==> config.mk <==
export PLATFORM = sky130hd
export DESIGN_NAME = dmem_port_arbiter
export DESIGN_NICKNAME = d
export VERILOG_FILES = /design/src/rtl/dmem_port_arbiter_pkg.sv /design/src/rtl/dmem_port_arbiter_starve_ctr.sv /design/src/rtl/dmem_port_arbiter.sv
export SDC_FILE = /design/constraint.sdc
export NUM_CORES = 1
export LEC_CHECK = 0
export CORE_AREA = 2 2 121 123
export CTS_BUF_LIST = sky130_fd_sc_hd__clkbuf_16
export DETAILED_ROUTE_END_ITERATION = 16
export DIE_AREA = 0 0 123 125
export PLACE_DENSITY = 0.64
export SLEW_MARGIN = 15
export SYNTH_ARGS = -nofsm -noshare
export SYNTH_HDL_FRONTEND = slang
export SYNTH_SLANG_ARGS = --single-unit
==> constraint.sdc <==
create_clock -name clk -period 1.65 [get_ports clk]
set_input_delay 0.2475 -clock clk [delete_from_list [all_inputs] [get_ports clk]]
set_output_delay 0.2475 -clock clk [all_outputs]
set_load 0.005 [all_outputs]
==> src/rtl/dmem_port_arbiter_pkg.sv <==
// Shared definitions for the data-memory port-B arbiter.
//   arb_state_t : arbitration FSM states (free arbitration vs. DBG exclusive lock)
//   rd_owner_t  : which master receives dob in the cycle after a granted read
package dmem_port_arbiter_pkg;

    typedef enum logic {
        ST_ARB    = 1'b0,
        ST_LOCKED = 1'b1
    } arb_state_t;

    typedef enum logic [1:0] {
        OWN_NONE = 2'd0,
        OWN_CPU  = 2'd1,
        OWN_DBG  = 2'd2
    } rd_owner_t;

    // A granted access with no byte enables set is a read.
    function automatic logic is_read(input logic gnt, input logic [7:0] we);
        return gnt && (we == '0);
    endfunction

endpackage

==> src/rtl/dmem_port_arbiter_starve_ctr.sv <==
// Saturating starvation counter for the DBG master.
//   clk, rst : clock, synchronous active-high reset
//   inc      : DBG requested but was not granted this cycle
//   clr      : DBG granted, DBG not requesting, or port locked
//   sat      : count has reached LIMIT (DBG must win next arbitration)
module arb_starve_ctr #(
    parameter int LIMIT = 8
) (
    input  logic clk,
    input  logic rst,
    input  logic inc,
    input  logic clr,
    output logic sat
);

    localparam int CW = $clog2(LIMIT + 1);
    localparam logic [CW-1:0] LIM_C = CW'(LIMIT);

    logic [CW-1:0] cnt;

    always_ff @(posedge clk) begin
        if (rst) begin
            cnt <= '0;
        end else if (clr) begin
            cnt <= '0;
        end else if (inc && (cnt != LIM_C)) begin
            cnt <= cnt + 1'b1;
        end
    end

    assign sat = (cnt == LIM_C);

endmodule

==> src/rtl/dmem_port_arbiter.sv <==
// Arbiter sharing BRAM port B between the CPU MEM stage and a debug/loader master.
// CPU has priority; a starvation counter lets DBG win after STARVE_LIMIT waits.
// DBG may lock the port for bursts, stalling the CPU.
//   cpu_* : CPU request/payload in, grant/stall/read-return out
//   dbg_* : DBG request/lock/payload in, grant/read-return out
//   locked: arbiter is in the LOCKED state
//   addrb/web/dib out, dob in : BRAM port B, one-cycle read latency
//
// state     | meaning
// ----------+---------------------------------------------------------
// ST_ARB    | normal arbitration: starved DBG > CPU > DBG
// ST_LOCKED | DBG owns the port exclusively; CPU is never granted
module dmem_port_arbiter
    import dmem_port_arbiter_pkg::*;
#(
    parameter int ADDR_W       = 32,
    parameter int DATA_W       = 32,
    parameter int STARVE_LIMIT = 8
) (
    input  logic                clk,
    input  logic                rst,
    input  logic                cpu_req,
    input  logic [DATA_W/8-1:0] cpu_we,
    input  logic [ADDR_W-1:0]   cpu_addr,
    input  logic [DATA_W-1:0]   cpu_wdata,
    output logic                cpu_gnt,
    output logic                cpu_stall,
    output logic                cpu_rvalid,
    output logic [DATA_W-1:0]   cpu_rdata,
    input  logic                dbg_req,
    input  logic                dbg_lock,
    input  logic [DATA_W/8-1:0] dbg_we,
    input  logic [ADDR_W-1:0]   dbg_addr,
    input  logic [DATA_W-1:0]   dbg_wdata,
    output logic                dbg_gnt,
    output logic                dbg_rvalid,
    output logic [DATA_W-1:0]   dbg_rdata,
    output logic                locked,
    output logic [ADDR_W-1:0]   addrb,
    output logic [DATA_W/8-1:0] web,
    output logic [DATA_W-1:0]   dib,
    input  logic [DATA_W-1:0]   dob
);

    localparam int BE_W = DATA_W / 8;

    arb_state_t state, state_next;
    rd_owner_t  rd_owner;
    logic       starve_sat;
    logic       starve_inc;
    logic       starve_clr;

    always_ff @(posedge clk) begin
        if (rst) begin
            state <= ST_ARB;
        end else begin
            state <= state_next;
        end
    end

    // Grants are suppressed while rst is high so nothing reaches the BRAM.
    always_comb begin
        state_next = state;
        cpu_gnt    = 1'b0;
        dbg_gnt    = 1'b0;
        if (!rst) begin
            unique case (state)
                ST_ARB: begin
                    if (dbg_req && starve_sat) begin
                        dbg_gnt = 1'b1;
                    end else if (cpu_req) begin
                        cpu_gnt = 1'b1;
                    end else if (dbg_req) begin
                        dbg_gnt = 1'b1;
                    end
                    if (dbg_gnt && dbg_lock) begin
                        state_next = ST_LOCKED;
                    end
                end
                ST_LOCKED: begin
                    dbg_gnt = dbg_req;
                    if (!dbg_lock) begin
                        state_next = ST_ARB;
                    end
                end
                default: state_next = ST_ARB;
            endcase
        end
    end

    assign cpu_stall = cpu_req && !cpu_gnt;
    assign locked    = (state == ST_LOCKED);

    assign starve_inc = dbg_req && !dbg_gnt;
    assign starve_clr = dbg_gnt || !dbg_req || (state == ST_LOCKED);

    arb_starve_ctr #(
        .LIMIT(STARVE_LIMIT)
    ) u_starve_ctr (
        .clk(clk),
        .rst(rst),
        .inc(starve_inc),
        .clr(starve_clr),
        .sat(starve_sat)
    );

    // Idle port presents cpu_addr so the BRAM address does not toggle needlessly.
    always_comb begin
        addrb = cpu_addr;
        web   = '0;
        dib   = '0;
        if (cpu_gnt) begin
            addrb = cpu_addr;
            web   = cpu_we;
            dib   = cpu_wdata;
        end else if (dbg_gnt) begin
            addrb = dbg_addr;
            web   = dbg_we;
            dib   = dbg_wdata;
        end
    end

    always_ff @(posedge clk) begin
        if (rst) begin
            rd_owner <= OWN_NONE;
        end else if (is_read(cpu_gnt, 8'(cpu_we))) begin
            rd_owner <= OWN_CPU;
        end else if (is_read(dbg_gnt, 8'(dbg_we))) begin
            rd_owner <= OWN_DBG;
        end else begin
            rd_owner <= OWN_NONE;
        end
    end

    assign cpu_rvalid = !rst && (rd_owner == OWN_CPU);
    assign dbg_rvalid = !rst && (rd_owner == OWN_DBG);
    assign cpu_rdata  = cpu_rvalid ? dob : '0;
    assign dbg_rdata  = dbg_rvalid ? dob : '0;

    // Byte-enable width must fit the read-detect helper.
    if (BE_W > 8) begin : g_be_w_check
        $error("DATA_W/8 must not exceed 8");
    end

endmodule

==> flow_results.xml <==
<?xml version="1.0" encoding="UTF-8"?>
<metrics>
  <group name="setup_path">
    <metric name="worst_path_arrival_time" unit="ns">1.86</metric>
    <metric name="path_cells" unit="">inv_2 &gt; ha_4 &gt; nand3b_1 &gt; a21oi_4 &gt; buf_6 &gt; buf_8 &gt; buf_16 &gt; mux2_4 &gt; buf_6</metric>
    <metric name="worstPathRequired" unit="ns">1.40</metric>
    <metric name="rr_startpoint" unit="">u_starve_ctr.cnt[1]</metric>
    <metric name="cp.buffers_inverters" unit="">5</metric>
    <metric name="reg_to_reg_endpoint" unit="">rd_owner[0]</metric>
    <metric name="critPathSlowestCell" unit="">sky130_fd_sc_hd__dfxtp_2</metric>
    <metric name="critPathLaunchType" unit="">register</metric>
    <metric name="critical_path.max_stage_delay" unit="ns">0.32</metric>
    <metric name="cpLargestDelayFamily" unit="">buffers and inverters</metric>
    <metric name="worstRegToRegCells" unit="">8</metric>
    <metric name="timing.reg2reg.setup_slack" unit="ns">0.05</metric>
    <metric name="critical_path.most_common_cell" unit="">sky130_fd_sc_hd__buf_6</metric>
    <metric name="timing.setup.critical_path_class" unit="">register to output pin</metric>
    <metric name="critPathMaxFanout" unit="">6</metric>
    <metric name="kind_of_end_point_of_the_critical_path" unit="">output pin</metric>
  </group>
  <group name="finish">
    <metric name="post_route_cells_drive_above_1_share" unit="%">54.4</metric>
    <metric name="nFillCells" unit="">1296</metric>
    <metric name="design.final.nets" unit="">831</metric>
    <metric name="area.sequential" unit="um2">145</metric>
    <metric name="area_of_all_placed_cells_without_fillers" unit="mm2">0.00700</metric>
    <metric name="area_delta_synth_final" unit="%">229</metric>
    <metric name="antennaDiodeCount" unit="">0</metric>
    <metric name="multiInputGateArea" unit="mm2">0.00214</metric>
  </group>
  <group name="sta">
    <metric name="worst_clock_skew" unit="ns">0.000778</metric>
    <metric name="period_needed" unit="ns">2.11</metric>
    <metric name="maxClockFrequency" unit="MHz">474</metric>
    <metric name="slew_violations" unit="">0</metric>
    <metric name="report.final.hold_viol_count" unit="">0</metric>
    <metric name="slew-limit-headroom" unit="%">79.3</metric>
    <metric name="worst_margin_pin_slew" unit="ns">0.302</metric>
    <metric name="final-setup-viol-count" unit="">106</metric>
    <metric name="hold_slack" unit="ns">0.457</metric>
    <metric name="unrepaired_setup_endpoints_after_global_routing" unit="">yes</metric>
    <metric name="layout_setup_ws" unit="ns">-0.459</metric>
    <metric name="fin_crit_sh" unit="%">128</metric>
  </group>
  <group name="yosys">
    <metric name="synth.mux.area_fraction" unit="%">16.9</metric>
    <metric name="synth-seq-area-share" unit="%">6.58</metric>
    <metric name="netlist_top_cells_area" unit="">sky130_fd_sc_hd__and2_1, sky130_fd_sc_hd__mux2_2, sky130_fd_sc_hd__o32ai_2</metric>
    <metric name="synth-xor-area-share" unit="%">0.412</metric>
    <metric name="yosys_warnings" unit="">0</metric>
    <metric name="synth_simple_gate_area_share" unit="%">36.4</metric>
    <metric name="post_synth_num_cell_types" unit="">32</metric>
    <metric name="yosysTopAreaCellShare" unit="%">18.8</metric>
    <metric name="mappedNetlistArea" unit="mm2">0.00213</metric>
    <metric name="syn_area_per_cell" unit="um2">7.85</metric>
    <metric name="fraction_of_the_mapped_netlist_area_in_compound_gates" unit="%">24.9</metric>
    <metric name="synthDominantAreaCellType" unit="">sky130_fd_sc_hd__and2_1</metric>
    <metric name="synth_fa_ha_area_share" unit="%">1.18</metric>
    <metric name="synth.ff_latch_count" unit="">7</metric>
    <metric name="postSynthNetCount" unit="">446</metric>
    <metric name="synth_top_family_by_area" unit="">simple AND/OR/NAND/NOR gates</metric>
    <metric name="netlist_instances" unit="">271</metric>
  </group>
  <group name="hold_path">
    <metric name="holdCritPathClass" unit="">input pin to register</metric>
    <metric name="min_delay_path_depth" unit="">4</metric>
    <metric name="timing.hold.worst.start" unit="">rst</metric>
    <metric name="timing.hold.worst_endpoint" unit="">u_starve_ctr.cnt[2]</metric>
  </group>
  <group name="pwr">
    <metric name="power.clock.fraction" unit="%">21.4</metric>
    <metric name="pwr_density_cell" unit="mW/mm2">278</metric>
    <metric name="logic_pwr_share" unit="%">69.6</metric>
    <metric name="internal_dissipation" unit="uW">1400</metric>
    <metric name="swShare" unit="%">28.0</metric>
    <metric name="sequentialPowerShare" unit="%">9.0</metric>
    <metric name="total_power" unit="uW">1950</metric>
    <metric name="p_leak" unit="uW">0.00321</metric>
    <metric name="ir_worst_vdd" unit="mV">0.208</metric>
    <metric name="switching_power" unit="uW">544</metric>
  </group>
  <group name="detailed_routing">
    <metric name="topRoutingLayerUsed" unit="">met4</metric>
    <metric name="vias" unit="">3549</metric>
    <metric name="routedLengthMet1" unit="um">5180</metric>
    <metric name="drtIter0Drc" unit="">99</metric>
    <metric name="routedWlPerCell" unit="um">17.1</metric>
    <metric name="met3_length" unit="um">1140</metric>
    <metric name="detailroute.wirelength.met2" unit="um">7980</metric>
    <metric name="drt.antenna.violating_nets" unit="">0</metric>
    <metric name="routed_via_density" unit="">4.23</metric>
    <metric name="routed_wl" unit="um">14400</metric>
    <metric name="firstDrtPassIters" unit="">4</metric>
    <metric name="drc" unit="">0</metric>
  </group>
  <group name="run_status">
    <metric name="failed_checks" unit="">setup timing</metric>
    <metric name="run_status" unit="">finished with violations</metric>
  </group>
  <group name="clocking">
    <metric name="cts-htree-levels" unit="">1</metric>
    <metric name="clock_tree.root_cell" unit="">sky130_fd_sc_hd__clkbuf_16</metric>
    <metric name="clock_sinks" unit="">7</metric>
    <metric name="clock_tree_from_tritoncts" unit="">yes</metric>
    <metric name="clk_transition_reported_paths" unit="ns">0.04</metric>
    <metric name="clk-insertion-delay-late" unit="ns">0.23</metric>
    <metric name="cts_made_buffers" unit="">3</metric>
    <metric name="clockBufferDepth" unit="">2</metric>
  </group>
  <group name="grt">
    <metric name="grt_antenna_before_repair" unit="">0</metric>
    <metric name="first_global_vias" unit="">3676</metric>
    <metric name="maximum_number_of_pins_on_one_net_before_global_route_repair" unit="">60</metric>
    <metric name="first_pass_grt_wire_length" unit="um">18800</metric>
    <metric name="gr-total-overflow" unit="">0</metric>
    <metric name="grt_util_all_layers" unit="%">15.5</metric>
  </group>
  <group name="placement">
    <metric name="gp_congestion" unit="">0.850</metric>
    <metric name="port-buffer-count" unit="">310</metric>
    <metric name="post_dp_cell_area" unit="mm2">0.00560</metric>
    <metric name="hpwl" unit="um">8810</metric>
  </group>
  <group name="die">
    <metric name="io_pins" unit="">311</metric>
    <metric name="die_width" unit="um">123</metric>
    <metric name="die-height" unit="um">125</metric>
    <metric name="floorplan.initialDensity" unit="%">15.0</metric>
    <metric name="die_area" unit="mm2">0.0154</metric>
    <metric name="placeableCoreArea" unit="mm2">0.0142</metric>
    <metric name="rows" unit="">44</metric>
  </group>
  <group name="run">
    <metric name="max_cap_viol_count" unit="">0</metric>
  </group>
</metrics>
[metal layers]
metal / vias up / global-route usage, %
li1: 1698 / -
met1: 1676 / 17.2
met2: 165 / 29.6
met3: 10 / 4.24
met4: 0 / 1.87
met5: - / 0
[registers in the layout, summed over array words and instances (netlist names)]
| signal | cells |
|---|---|
| u_starve_ctr.cnt | 4 |
| rd_owner | 2 |
| locked | 1 |
[tightest hold or removal path: cells and delay by family]
kind            cells  cell delay [ns]
buf+inv             2             0.21
simple gates        1             0.14
compound gates      1             0.04
[area by class of cell]
type / instances / share of cell area (%)
Timing Repair Buffer: 405 / 60.8
Multi-Input combinational cell: 199 / 30.5
Tap cell: 184 / 3.29
Inverter: 40 / 2.15
Sequential cell: 7 / 2.07
Clock buffer: 3 / 1.07
Clock inverter: 1 / 0.0536
[cells in the final DEF, fill, tap and decap left out, types with 5 or more instances in the layout]
master	instances
sky130_fd_sc_hd__buf_2	46
sky130_fd_sc_hd__buf_4	25
sky130_fd_sc_hd__buf_12	16
sky130_fd_sc_hd__clkdlybuf4s50_1	171
sky130_fd_sc_hd__buf_16	7
sky130_fd_sc_hd__and2_1	22
sky130_fd_sc_hd__and2_4	42
sky130_fd_sc_hd__o32ai_2	29
sky130_fd_sc_hd__clkbuf_16	10
sky130_fd_sc_hd__clkbuf_2	14
sky130_fd_sc_hd__nand2b_1	38
sky130_fd_sc_hd__mux2_4	32
sky130_fd_sc_hd__buf_8	10
sky130_fd_sc_hd__o32ai_4	5
sky130_fd_sc_hd__buf_6	103
sky130_fd_sc_hd__inv_1	39
[power groups by stage]
| stage | registers [uW] | clock network, uW | logic (uW) |
|---|---|---|---|
| 6_report | 175 | 416 | 1350 |
| 5_1_grt | 175 | 429 | 1430 |
| 4_1_cts | 175 | 422 | 1180 |
| 3_5_place_dp | 177 | 0 | 1060 |
| 3_3_place_gp | 177 | 0 | 1050 |
| 2_1_floorplan | 178 | 0 | 328 |
[worst max-delay path by stage]
stage	from	cells after the start	to	slack [ns]
floorplan	u_starve_ctr.cnt[1]	7	dib[10]	0.001
global placement	cpu_req	6	dib[0]	-0.70
detailed placement	cpu_req	6	dib[0]	-0.68
CTS	u_starve_ctr.cnt[0]	10	addrb[16]	-0.58
global route	u_starve_ctr.cnt[0]	9	addrb[1]	-0.52
finish	u_starve_ctr.cnt[1]	9	addrb[16]	-0.46
[kinds of logic after synthesis]
group	after synthesis
buf+inv	65
compound gates	42
fa+ha+maj	2
flops	7
xor+xnor	1
simple gates	122
mux	32
[repair_timing]
action	CTS	global route
endpoints found under the setup margin	137	130
buffers inserted	39	24
gates resized for setup	551	214
pin swaps	14	35
hold buffers	0	0
cloned	11	12
[cell usage after synthesis]
master                      number
sky130_fd_sc_hd__o32ai_1        16
sky130_fd_sc_hd__inv_1          40
sky130_fd_sc_hd__a211oi_1        2
sky130_fd_sc_hd__xor2_1          1
sky130_fd_sc_hd__nor3b_2         2
sky130_fd_sc_hd__ha_1            2
sky130_fd_sc_hd__buf_2           4
sky130_fd_sc_hd__or4_1           1
sky130_fd_sc_hd__a2111oi_0       1
sky130_fd_sc_hd__dfxtp_1         7
sky130_fd_sc_hd__o32ai_2        20
sky130_fd_sc_hd__or3_1           1
sky130_fd_sc_hd__mux2_2         30
sky130_fd_sc_hd__nand3b_1        2
sky130_fd_sc_hd__a21oi_4         1
sky130_fd_sc_hd__buf_4           5
sky130_fd_sc_hd__a21o_1          1
sky130_fd_sc_hd__nand2b_4        1
sky130_fd_sc_hd__nand4_1         1
sky130_fd_sc_hd__and2_1         64
sky130_fd_sc_hd__nand3_1         1
sky130_fd_sc_hd__buf_1           2
sky130_fd_sc_hd__nor3_1          2
sky130_fd_sc_hd__nand2b_1       38
sky130_fd_sc_hd__nor2_1          5
sky130_fd_sc_hd__nor2b_1         2
sky130_fd_sc_hd__buf_6           3
sky130_fd_sc_hd__mux2_1          2
sky130_fd_sc_hd__clkbuf_1       11
sky130_fd_sc_hd__nand2_1         1
sky130_fd_sc_hd__and3b_4         1
sky130_fd_sc_hd__o21ai_4         1
[metrics by stage]
step / instances / utilization [%] / worst slack (ns) / setup TNS [ns]
floorplan: 271 / - / 0.00130 / 0
global placement: 766 / 39.5 / -0.700 / -56.60
detailed placement: 766 / 39.5 / -0.678 / -58.30
CTS: 820 / 45.4 / -0.580 / -43.19
global route: 839 / 49.3 / -0.517 / -37.12
finish: 839 / 49.3 / -0.459 / -31.55
Note: power is estimated with default switching activity, not from simulation.
